$ cat src/rtl/fadd_norm_fp_if.sv
// Handshake bundle between the aligned-mantissa adder, the normalization stage and the rounder.
interface fadd_norm_fp_if #(
    parameter int EXP_W = 8,
    parameter int MAN_W = 23,
    parameter int EXT_W = 24
);
    localparam int SUM_W = MAN_W + EXT_W + 2;

    logic             in_valid;
    logic             in_ready;
    logic [SUM_W-1:0] sum_in;
    logic [EXP_W-1:0] exp_in;
    logic             sign_in;
    logic             nan_in;
    logic             inf1_in;
    logic             inf2_in;
    logic             sign1_in;
    logic             sign2_in;

    logic             out_valid;
    logic             out_ready;
    logic [MAN_W-1:0] mantissa_norm;
    logic [EXP_W-1:0] exp_norm;
    logic [EXT_W-1:0] grs;
    logic             underflow;
    logic             sign_res;
    logic             NaN;
    logic             inf1;
    logic             inf2;
    logic             sign1;
    logic             sign2;

    modport master (
        output in_valid, sum_in, exp_in, sign_in, nan_in, inf1_in, inf2_in,
               sign1_in, sign2_in, out_ready,
        input  in_ready, out_valid, mantissa_norm, exp_norm, grs, underflow,
               sign_res, NaN, inf1, inf2, sign1, sign2
    );

    modport slave (
        input  in_valid, sum_in, exp_in, sign_in, nan_in, inf1_in, inf2_in,
               sign1_in, sign2_in, out_ready,
        output in_ready, out_valid, mantissa_norm, exp_norm, grs, underflow,
               sign_res, NaN, inf1, inf2, sign1, sign2
    );
endinterface

$ cat src/rtl/fadd_norm_fp.sv
// FP add/sub normalization stage: moves the hidden bit to sum[MAN_W+EXT_W].
// Define FADD_NORM_LZC_EN for a single-cycle leading-zero-count shift; default shifts one bit per cycle.
module fadd_norm_fp #(
    parameter int EXP_W = 8,
    parameter int MAN_W = 23,
    parameter int EXT_W = 24
) (
    input logic           clk,
    input logic           rst,
    fadd_norm_fp_if.slave bus
);
    localparam int HID   = MAN_W + EXT_W;
    localparam int SUM_W = HID + 2;

    typedef enum logic [1:0] {IDLE, NORM, DONE} state_t;

    state_t           state;
    logic [SUM_W-1:0] sum_r;
    logic [EXP_W-1:0] exp_r;
    logic             sign_r, nan_r, inf1_r, inf2_r, sign1_r, sign2_r;
    logic             underflow_r, in_ready_r, out_valid_r;

`ifdef FADD_NORM_LZC_EN
    localparam int LZ_W = $clog2(HID + 2);

    function automatic logic [LZ_W-1:0] lzc_f(input logic [HID:0] v);
        logic [LZ_W-1:0] n;
        n = LZ_W'(HID + 1);
        for (int i = 0; i <= HID; i++)
            if (v[i]) n = LZ_W'(HID - i);
        return n;
    endfunction

    logic [LZ_W-1:0] lzc;
    assign lzc = lzc_f(sum_r[HID:0]);
`endif

    always_ff @(posedge clk or posedge rst) begin
        if (rst) begin
            state       <= IDLE;
            sum_r       <= '0;
            exp_r       <= '0;
            sign_r      <= 1'b0;
            nan_r       <= 1'b0;
            inf1_r      <= 1'b0;
            inf2_r      <= 1'b0;
            sign1_r     <= 1'b0;
            sign2_r     <= 1'b0;
            underflow_r <= 1'b0;
            in_ready_r  <= 1'b1;
            out_valid_r <= 1'b0;
        end else begin
            case (state)
                IDLE: begin
                    if (bus.in_valid) begin
                        sum_r       <= bus.sum_in;
                        exp_r       <= bus.exp_in;
                        sign_r      <= bus.sign_in;
                        nan_r       <= bus.nan_in;
                        inf1_r      <= bus.inf1_in;
                        inf2_r      <= bus.inf2_in;
                        sign1_r     <= bus.sign1_in;
                        sign2_r     <= bus.sign2_in;
                        underflow_r <= 1'b0;
                        in_ready_r  <= 1'b0;
                        state       <= NORM;
                    end
                end
                NORM: begin
                    if (nan_r | inf1_r | inf2_r) begin
                        state       <= DONE;
                        out_valid_r <= 1'b1;
                    end else if (sum_r == '0) begin
                        exp_r       <= '0;
                        state       <= DONE;
                        out_valid_r <= 1'b1;
                    end else if (sum_r[SUM_W-1]) begin
                        // the bit dropped off the bottom must survive as sticky
                        sum_r       <= {1'b0, sum_r[SUM_W-1:2], sum_r[1] | sum_r[0]};
                        exp_r       <= exp_r + 1'b1;
                        state       <= DONE;
                        out_valid_r <= 1'b1;
                    end else if (sum_r[HID]) begin
                        state       <= DONE;
                        out_valid_r <= 1'b1;
`ifdef FADD_NORM_LZC_EN
                    end else if (int'(lzc) >= int'(exp_r)) begin
                        underflow_r <= 1'b1;
                        exp_r       <= '0;
                        sum_r       <= '0;
                        state       <= DONE;
                        out_valid_r <= 1'b1;
                    end else begin
                        sum_r       <= sum_r << lzc;
                        exp_r       <= exp_r - EXP_W'(lzc);
                        state       <= DONE;
                        out_valid_r <= 1'b1;
                    end
`else
                    end else if (exp_r <= EXP_W'(1)) begin
                        underflow_r <= 1'b1;
                        exp_r       <= '0;
                        sum_r       <= '0;
                        state       <= DONE;
                        out_valid_r <= 1'b1;
                    end else begin
                        sum_r <= sum_r << 1;
                        exp_r <= exp_r - 1'b1;
                    end
`endif
                end
                DONE: begin
                    if (bus.out_ready) begin
                        out_valid_r <= 1'b0;
                        in_ready_r  <= 1'b1;
                        state       <= IDLE;
                    end
                end
                default: state <= IDLE;
            endcase
        end
    end

    assign bus.in_ready      = in_ready_r;
    assign bus.out_valid     = out_valid_r;
    assign bus.mantissa_norm = sum_r[HID-1:EXT_W];
    assign bus.exp_norm      = exp_r;
    assign bus.grs           = sum_r[EXT_W-1:0];
    assign bus.underflow     = underflow_r;
    assign bus.sign_res      = sign_r;
    assign bus.NaN           = nan_r;
    assign bus.inf1          = inf1_r;
    assign bus.inf2          = inf2_r;
    assign bus.sign1         = sign1_r;
    assign bus.sign2         = sign2_r;
endmodule

$ cat src/flat_wrapper.sv
// flat-port wrapper written by rule: the top's interface ports become plain ports
module fadd_norm_fp_flat 
#(
    parameter int EXP_W = 8,
    parameter int MAN_W = 23,
    parameter int EXT_W = 24
)
  (clk, rst, bus_in_valid, bus_sum_in, bus_exp_in, bus_sign_in, bus_nan_in, bus_inf1_in, bus_inf2_in, bus_sign1_in, bus_sign2_in, bus_out_ready, bus_in_ready, bus_out_valid, bus_mantissa_norm, bus_exp_norm, bus_grs, bus_underflow, bus_sign_res, bus_NaN, bus_inf1, bus_inf2, bus_sign1, bus_sign2);
  fadd_norm_fp_if #(.EXP_W(EXP_W), .MAN_W(MAN_W), .EXT_W(EXT_W)) bus_i ();
  input logic clk;
  input logic rst;
  input wire logic [$bits(bus_i.in_valid)-1:0] bus_in_valid;
  input wire logic [$bits(bus_i.sum_in)-1:0] bus_sum_in;
  input wire logic [$bits(bus_i.exp_in)-1:0] bus_exp_in;
  input wire logic [$bits(bus_i.sign_in)-1:0] bus_sign_in;
  input wire logic [$bits(bus_i.nan_in)-1:0] bus_nan_in;
  input wire logic [$bits(bus_i.inf1_in)-1:0] bus_inf1_in;
  input wire logic [$bits(bus_i.inf2_in)-1:0] bus_inf2_in;
  input wire logic [$bits(bus_i.sign1_in)-1:0] bus_sign1_in;
  input wire logic [$bits(bus_i.sign2_in)-1:0] bus_sign2_in;
  input wire logic [$bits(bus_i.out_ready)-1:0] bus_out_ready;
  output wire logic [$bits(bus_i.in_ready)-1:0] bus_in_ready;
  output wire logic [$bits(bus_i.out_valid)-1:0] bus_out_valid;
  output wire logic [$bits(bus_i.mantissa_norm)-1:0] bus_mantissa_norm;
  output wire logic [$bits(bus_i.exp_norm)-1:0] bus_exp_norm;
  output wire logic [$bits(bus_i.grs)-1:0] bus_grs;
  output wire logic [$bits(bus_i.underflow)-1:0] bus_underflow;
  output wire logic [$bits(bus_i.sign_res)-1:0] bus_sign_res;
  output wire logic [$bits(bus_i.NaN)-1:0] bus_NaN;
  output wire logic [$bits(bus_i.inf1)-1:0] bus_inf1;
  output wire logic [$bits(bus_i.inf2)-1:0] bus_inf2;
  output wire logic [$bits(bus_i.sign1)-1:0] bus_sign1;
  output wire logic [$bits(bus_i.sign2)-1:0] bus_sign2;
  assign bus_i.in_valid = bus_in_valid;
  assign bus_i.sum_in = bus_sum_in;
  assign bus_i.exp_in = bus_exp_in;
  assign bus_i.sign_in = bus_sign_in;
  assign bus_i.nan_in = bus_nan_in;
  assign bus_i.inf1_in = bus_inf1_in;
  assign bus_i.inf2_in = bus_inf2_in;
  assign bus_i.sign1_in = bus_sign1_in;
  assign bus_i.sign2_in = bus_sign2_in;
  assign bus_i.out_ready = bus_out_ready;
  assign bus_in_ready = bus_i.in_ready;
  assign bus_out_valid = bus_i.out_valid;
  assign bus_mantissa_norm = bus_i.mantissa_norm;
  assign bus_exp_norm = bus_i.exp_norm;
  assign bus_grs = bus_i.grs;
  assign bus_underflow = bus_i.underflow;
  assign bus_sign_res = bus_i.sign_res;
  assign bus_NaN = bus_i.NaN;
  assign bus_inf1 = bus_i.inf1;
  assign bus_inf2 = bus_i.inf2;
  assign bus_sign1 = bus_i.sign1;
  assign bus_sign2 = bus_i.sign2;
  fadd_norm_fp #(.EXP_W(EXP_W), .MAN_W(MAN_W), .EXT_W(EXT_W)) u_core (.clk(clk), .rst(rst), .bus(bus_i));
endmodule
$ cat config.mk
export PLATFORM = sky130hd
export DESIGN_NAME = fadd_norm_fp_flat
export DESIGN_NICKNAME = d
export VERILOG_FILES = /design/src/rtl/fadd_norm_fp_if.sv /design/src/rtl/fadd_norm_fp.sv /design/src/flat_wrapper.sv
export SDC_FILE = /design/constraint.sdc
export NUM_CORES = 1
export LEC_CHECK = 0
export CORE_ASPECT_RATIO = 1.5
export CORE_UTILIZATION = 45
export DETAILED_ROUTE_END_ITERATION = 7
export GPL_TIMING_DRIVEN = 0
export PLACE_DENSITY = 0.76
export SLEW_MARGIN = 10
export SYNTH_ARGS = -nofsm -noshare
export SYNTH_HDL_FRONTEND = slang
export SYNTH_SLANG_ARGS = --single-unit
export TNS_END_PERCENT = 100
$ cat constraint.sdc
create_clock -name clk -period 5 [get_ports clk]
set_clock_uncertainty 0.05 [all_clocks]
set_input_delay 1 -clock clk [delete_from_list [all_inputs] [get_ports clk]]
set_output_delay 1 -clock clk [all_outputs]
set_load 0.02 [all_outputs]
==> results.json, run 1 <==
{
  "status": "finished, final reports clean",
  "tritoncts": "yes",
  "power_density_nw_per_um2": 742,
  "grt_overflow": 0,
  "rsz0062_at_grt": "no",
  "crit_buf_inv": 3,
  "drc_errors": 0,
  "slowest_delay_ns": 0.46,
  "place_congestion": 0.852,
  "cts_resized": 0,
  "dp.cells": 691,
  "relSlewSlack": 0.317,
  "worstPathRequired_ns": 5.16,
  "async_reset_ff_frac": 1.00,
  "core_um2": 10100,
  "worst_pin_slew_ns": 1.02,
  "core.rowCount": 45,
  "vias": 4156,
  "syn_inst": 443,
  "path_clk_slew_ns": 0.05,
  "io_buffers": 130,
  "avgSynthCellArea_um2": 10.5,
  "peakVddDrop_v": 0.000358,
  "clk_latency_ns": 0.33,
  "final_common_cell": "clkdlybuf4s50_1",
  "yosysTopAreaCell": "dfrtp_1",
  "final_cell_mix": "clkdlybuf4s50_1, dfrtp_1, and3_1, buf_4, a221o_1",
  "stdcell_count": 707,
  "ys_types": 52,
  "r2r_slack_ns": 1.80,
  "crit_family": "buffers and inverters",
  "path_max_fanout": 10,
  "hold_path_startpoint": "u_core.bus.out_valid$_DFFE_PP0P_",
  "finalHoldViolCount": 0,
  "grt_max_degree": 45,
  "hold_class": "flip-flop to flip-flop",
  "crit_chain": "clkdlybuf4s50_1, nand2b_1, o21ai_0, a21oi_1, o21a_1, clkbuf_1, buf_2, mux2_4",
  "nFillCells": 838,
  "fin_setup_tns_ns": 0,
  "cp-start-kind": "primary input",
  "cts-buffers-inserted": 9,
  "crit_slowest_cell": "clkdlybuf4s50_1",
  "fp.dieArea_um2": 10800,
  "p_leak_nw": 2.88,
  "track_usage": 0.250,
  "cp-end-kind": "flip-flop",
  "dieHeight_um": 127,
  "synth_seq_area_share": 0.366,
  "synth_area_leaders": "dfrtp_1, mux2_4, a221o_1, buf_4, and3_1",
  "cts_setup_buffers": 0,
  "cts.sinks": 68,
  "clock_path_buffers": 2,
  "ff2ff_path_depth": 9,
  "setup_viol": 0,
  "antenna_found_initial": 0,
  "drt-wirelength-per-cell_um": 18.7,
  "cts_root_buf": "clkbuf_16",
  "die_w_um": 85.1,
  "finalCritPeriodShare": 0.681,
  "maxSlewViolCount": 0,
  "cap_viol_max_count": 0,
  "drt_first_pass_iters": 5,
  "ys_ff_latch": 68,
  "hpwlAfterDp_um": 9760,
  "path_class": "primary input to flip-flop",
  "cts_hold_buffers": 0,
  "r2r_start": "u_core.state[1]$_DFFE_PP0P_",
  "finish.net_count": 658,
  "hold_ws_ns": 0.449,
  "area_growth_pct": 37.7,
  "drt_first_iter_violations": 254,
  "ys.flop_type": "dfrtp_1",
  "synth_edf_count": 0,
  "routed_wl_um": 13200,
  "syn_nets": 516,
  "reg2reg_to": "u_core.sum_r[12]$_DFFE_PP0P_",
  "vias_per_cell": 5.88,
  "worstHoldPathCells": 1,
  "finalCriticalPeriod_ns": 3.40,
  "synth_top_area_frac": 0.360,
  "ant_nets": 0,
  "h-tree-depth": 3,
  "drive_gt1_frac": 0.217,
  "hold_end": "u_core.bus.out_valid$_DFFE_PP0P_",
  "initial_core_util": 0.462,
  "syn_area_um2": 4660,
  "grt_pass1_vias": 4180,
  "ios": 131,
  "n_antenna_cell": 0,
  "max_clock_freq_mhz": 294,
  "yosys_warnings": 0,
  "grt_pass1_wl_um": 21100,
  "crit_arrival_ns": 3.56
}
==> registers in the layout (all words and copies together) (netlist names) <==
register,count
u_core.sum_r,49
u_core.bus.exp_norm,8
u_core.state,2
u_core.bus.NaN,1
u_core.bus.in_ready,1
u_core.bus.inf1,1
u_core.bus.inf2,1
u_core.bus.out_valid,1
u_core.bus.sign1,1
u_core.bus.sign2,1
u_core.bus.sign_res,1
u_core.bus.underflow,1
==> metrics by stage <==
stage | total power (W) | instance area [um2] | worst slack (ns) | util
finish | 0.00476 | 6410 | 1.60 | 0.636
global route | 0.00503 | 6410 | 1.43 | 0.636
CTS | 0.00477 | 6410 | 1.66 | 0.636
detailed placement | 0.00413 | 6130 | 1.35 | 0.609
global placement | 0.00405 | 6100 | 1.03 | 0.606
floorplan | 0.00315 | 4660 | 2.24 | -
==> power breakdown <==
part	total (W)	switching, W	internal [W]	leakage [nW]
sequential	0.00121	0.000369	0.000842	0.817
combinational	0.00293	0.00132	0.00160	1.93
clock	0.000618	0.000232	0.000386	0.135
==> worst reg2reg max path: cells and delay by family (launching register included) <==
| kind | cells | cell delay (ns) |
|---|---|---|
| buffers and inverters | 3 | 0.91 |
| DFF | 1 | 0.40 |
| adders and majority gates | 1 | 0.16 |
| AOI/OAI and AO/OA | 3 | 0.81 |
| and+or+nand+nor | 1 | 0.40 |
| muxes | 1 | 0.34 |
==> worst max-delay path by stage <==
stage,start,end,depth (start not counted)
after CTS,bus_in_valid,u_core.sum_r[46]$_DFFE_PP0P_,8
after floorplan,rst,u_core.bus.NaN$_DFFE_PP0P_,1
after detailed placement,bus_in_valid,u_core.sum_r[41]$_DFFE_PP0P_,8
after global placement,rst,u_core.bus.sign1$_DFFE_PP0P_,2
after global routing,bus_in_valid,u_core.sum_r[12]$_DFFE_PP0P_,8
final,bus_in_valid,u_core.sum_r[12]$_DFFE_PP0P_,8
==> layer usage <==
layer | wire (um) | up-vias | part of all wire | GRT usage
met5 | 0 | - | 0 | 0
met4 | 460 | 0 | 0.035 | 0.136
met3 | 692 | 33 | 0.052 | 0.0455
met2 | 6840 | 160 | 0.52 | 0.430
met1 | 5210 | 2027 | 0.39 | 0.294
li1 | - | 1936 | - | -
==> final cells by class <==
class	count	area, um2	share of cell area
buffer	84	557	0.0868
clock buffer	14	244	0.0380
clock inverter	2	35.0	0.00546
inverter	10	40.0	0.00624
multi-input combinational	281	2360	0.368
sequential	68	1700	0.266
tap	117	146	0.0228
timing repair buffer	131	1330	0.207
==> synth_stat cells (all sizes together), types with 9 or more instances <==
cell type / number
nor2: 13
inv: 10
and3: 49
clkbuf: 25
nand3: 9
a21oi: 11
buf: 59
nor4: 13
nand2: 15
nor3: 9
dfrtp: 67
a221o: 46
mux2: 53
==> cells by family after synthesis <==
kind of cell	share of synthesized area
and+or+nand+nor	0.157
AOI/OAI and AO/OA	0.163
muxes	0.160
DFF	0.366
xor gates and xnor gates	0.00941
buffers and inverters	0.128
adders and majority gates	0.0161
Note: power is estimated with default switching activity, not from simulation.
==> run 2, diff against run 1 <==
clock period = 3.57 ns   (was 5 ns; I/O delays follow)
==> results of run 2 <==
The final DEF is identical to that of run 1. Status: finished, final reports clean.
Among the figures that moved: setup slack after placement 1.35 ns -> 0.202 ns; setup slack after layout 1.60 ns -> 0.371 ns; start point of the critical path bus_in_valid -> u_core.state[1]$_DFFE_PP0P_; register-to-register setup slack 1.80 ns -> 0.37 ns; total power 0.00476 W -> 0.00666 W; worst IR drop on VDD 0.000358 V -> 0.000501 V
==> RTL change: new RTL, config.mk and constraints of run 2 <==
Encoding of `state_t`: now one-hot (3 bits for 3 states).
--- a/src/rtl/fadd_norm_fp.sv
+++ b/src/rtl/fadd_norm_fp.sv
@@ -12,7 +12,7 @@
     localparam int HID   = MAN_W + EXT_W;
     localparam int SUM_W = HID + 2;
 
-    typedef enum logic [1:0] {IDLE, NORM, DONE} state_t;
+    typedef enum logic [2:0] {IDLE = 3'b001, NORM = 3'b010, DONE = 3'b100} state_t;
 
     state_t           state;
     logic [SUM_W-1:0] sum_r;
Check against the original RTL: no difference found for any inputs over 4 cycles, from zero or initial values and one cycle with rst high; so few cycles prove little.
==> RTL change against run 2 <==
Total power fell by 8.4%; routed wire length fell by 0.66%; maximum frequency rose by 26%; sequential cell count rose by 1; final area rose by 1.0%; synthesized area rose by 0.59%; setup slack improved by 0.66 ns; non-clock buffer count fell by 2; via count barely moved; largest cell class unchanged; highest routed layer unchanged.
==> RTL change: results (changes against run 2) <==
metric	value	unit	change
Slew @ Worst Pin	0.687	ns	-0.328 ns
RD Place Congestion	0.843		-1.1%
worst r2r path cells	7		-2
capture point of the worst reg-to-reg path	u_core.sum_r[26]$_DFFE_PP0P_		
WL met2	6920	um	+1.1%
top cells by area, synth	dfrtp_1 36%, mux2_4 13%, a221o_1 9.6%		
global-route wire length before repair	21000	um	-0.65%
met1 WL	5080	um	-2.5%
delay-heaviest family, CP	simple AND/OR/NAND/NOR gates		
Net Switching	2.40	mW	-11%
hold slack	0.445	ns	-0.00395 ns
largest net degree at the start of global routing	50		+11%
DP Area	6160	um^2	+0.45%
Unique masters post-synth	53		+1.9%
Syn Nets	506		-1.9%
crit path DAT	2.70	ns	-0.66 ns
outcome	complete, no violations		
peak supply drop	522	uV	+4.2%
xor/xnor share of the synthesized area	0.561	%	-0.38 points
Placed Cells	684		-1.0%
part of the Yosys area used for sequential elements	36.9	%	+0.35 points
vias in the first global route	4197		+0.41%
syn avg cell area	10.7	um^2	+2.2%
GRT Total Usage	24.8	%	-0.20 points
Max stage delay cell, worst path	nor4_4		
R2R Path Start	u_core.sum_r[16]$_DFFE_PP0P_		
worst setup path endpoint	u_core.sum_r[26]$_DFFE_PP0P_		
Post-Layout Cell Count	700		-0.99%
Met3 Wirelength	721	um	+4.2%
Avg WL per Cell	18.7	um	+0.33%
-- RTL change: changes by cell type after synthesis, moves of 3 or more --
cell	change
buf_8	-4
inv_1	-5
buf_6	+8
o31ai_1	+4
clkbuf_1	-5
nor3_1	-3
ha_1	-3
a31oi_1	-4
a22oi_1	+3
mux2i_1	+5
xor2_1	-3
a21o_1	+3
-- RTL change: cell families after synthesis --
logic type	after synthesis
mux	57
simple gates	128
flops	69
fa+ha+maj	3
xor+xnor	3
buf+inv	87
compound gates	89
-- RTL change: worst register-to-register path, cell delays in order (launching register included) --
cell,delay [ns]
dfrtp_1,0.43
nor4_1,0.42
nand4_1,0.28
nor4_4,0.48
a21oi_2,0.11
buf_6,0.18
buf_6,0.16
mux2_4,0.30
-- RTL change: cell type report --
type | instances | area (um^2) | area share (%)
Multi-Input combinational cell | 280 | 2370 | 36.6
Sequential cell | 69 | 1730 | 26.7
Timing Repair Buffer | 131 | 1330 | 20.5
Buffer | 82 | 564 | 8.71
Clock buffer | 10 | 229 | 3.54
Tap cell | 117 | 146 | 2.26
Clock inverter | 6 | 86.3 | 1.33
Inverter | 5 | 21.3 | 0.328
-- RTL change: power groups by stage --
stage                     Sequential [mW]  Clock (mW)  Combinational (mW)
after global placement               1.70           0                3.36
after floorplan                      1.65           0                2.23
after detailed placement             1.72           0                3.41
after CTS                            1.72       0.970                3.43
final                                1.73       0.956                3.42
after global routing                 1.80        1.01                3.62
-- RTL change: per-layer routing --
metal  vias to the layer above  global-route usage (%)
met2                       168                    45.5
li1                       1910                       -
met1                      2043                    27.7
met3                        31                    4.94
met5                         -                       0
met4                         0                    10.6
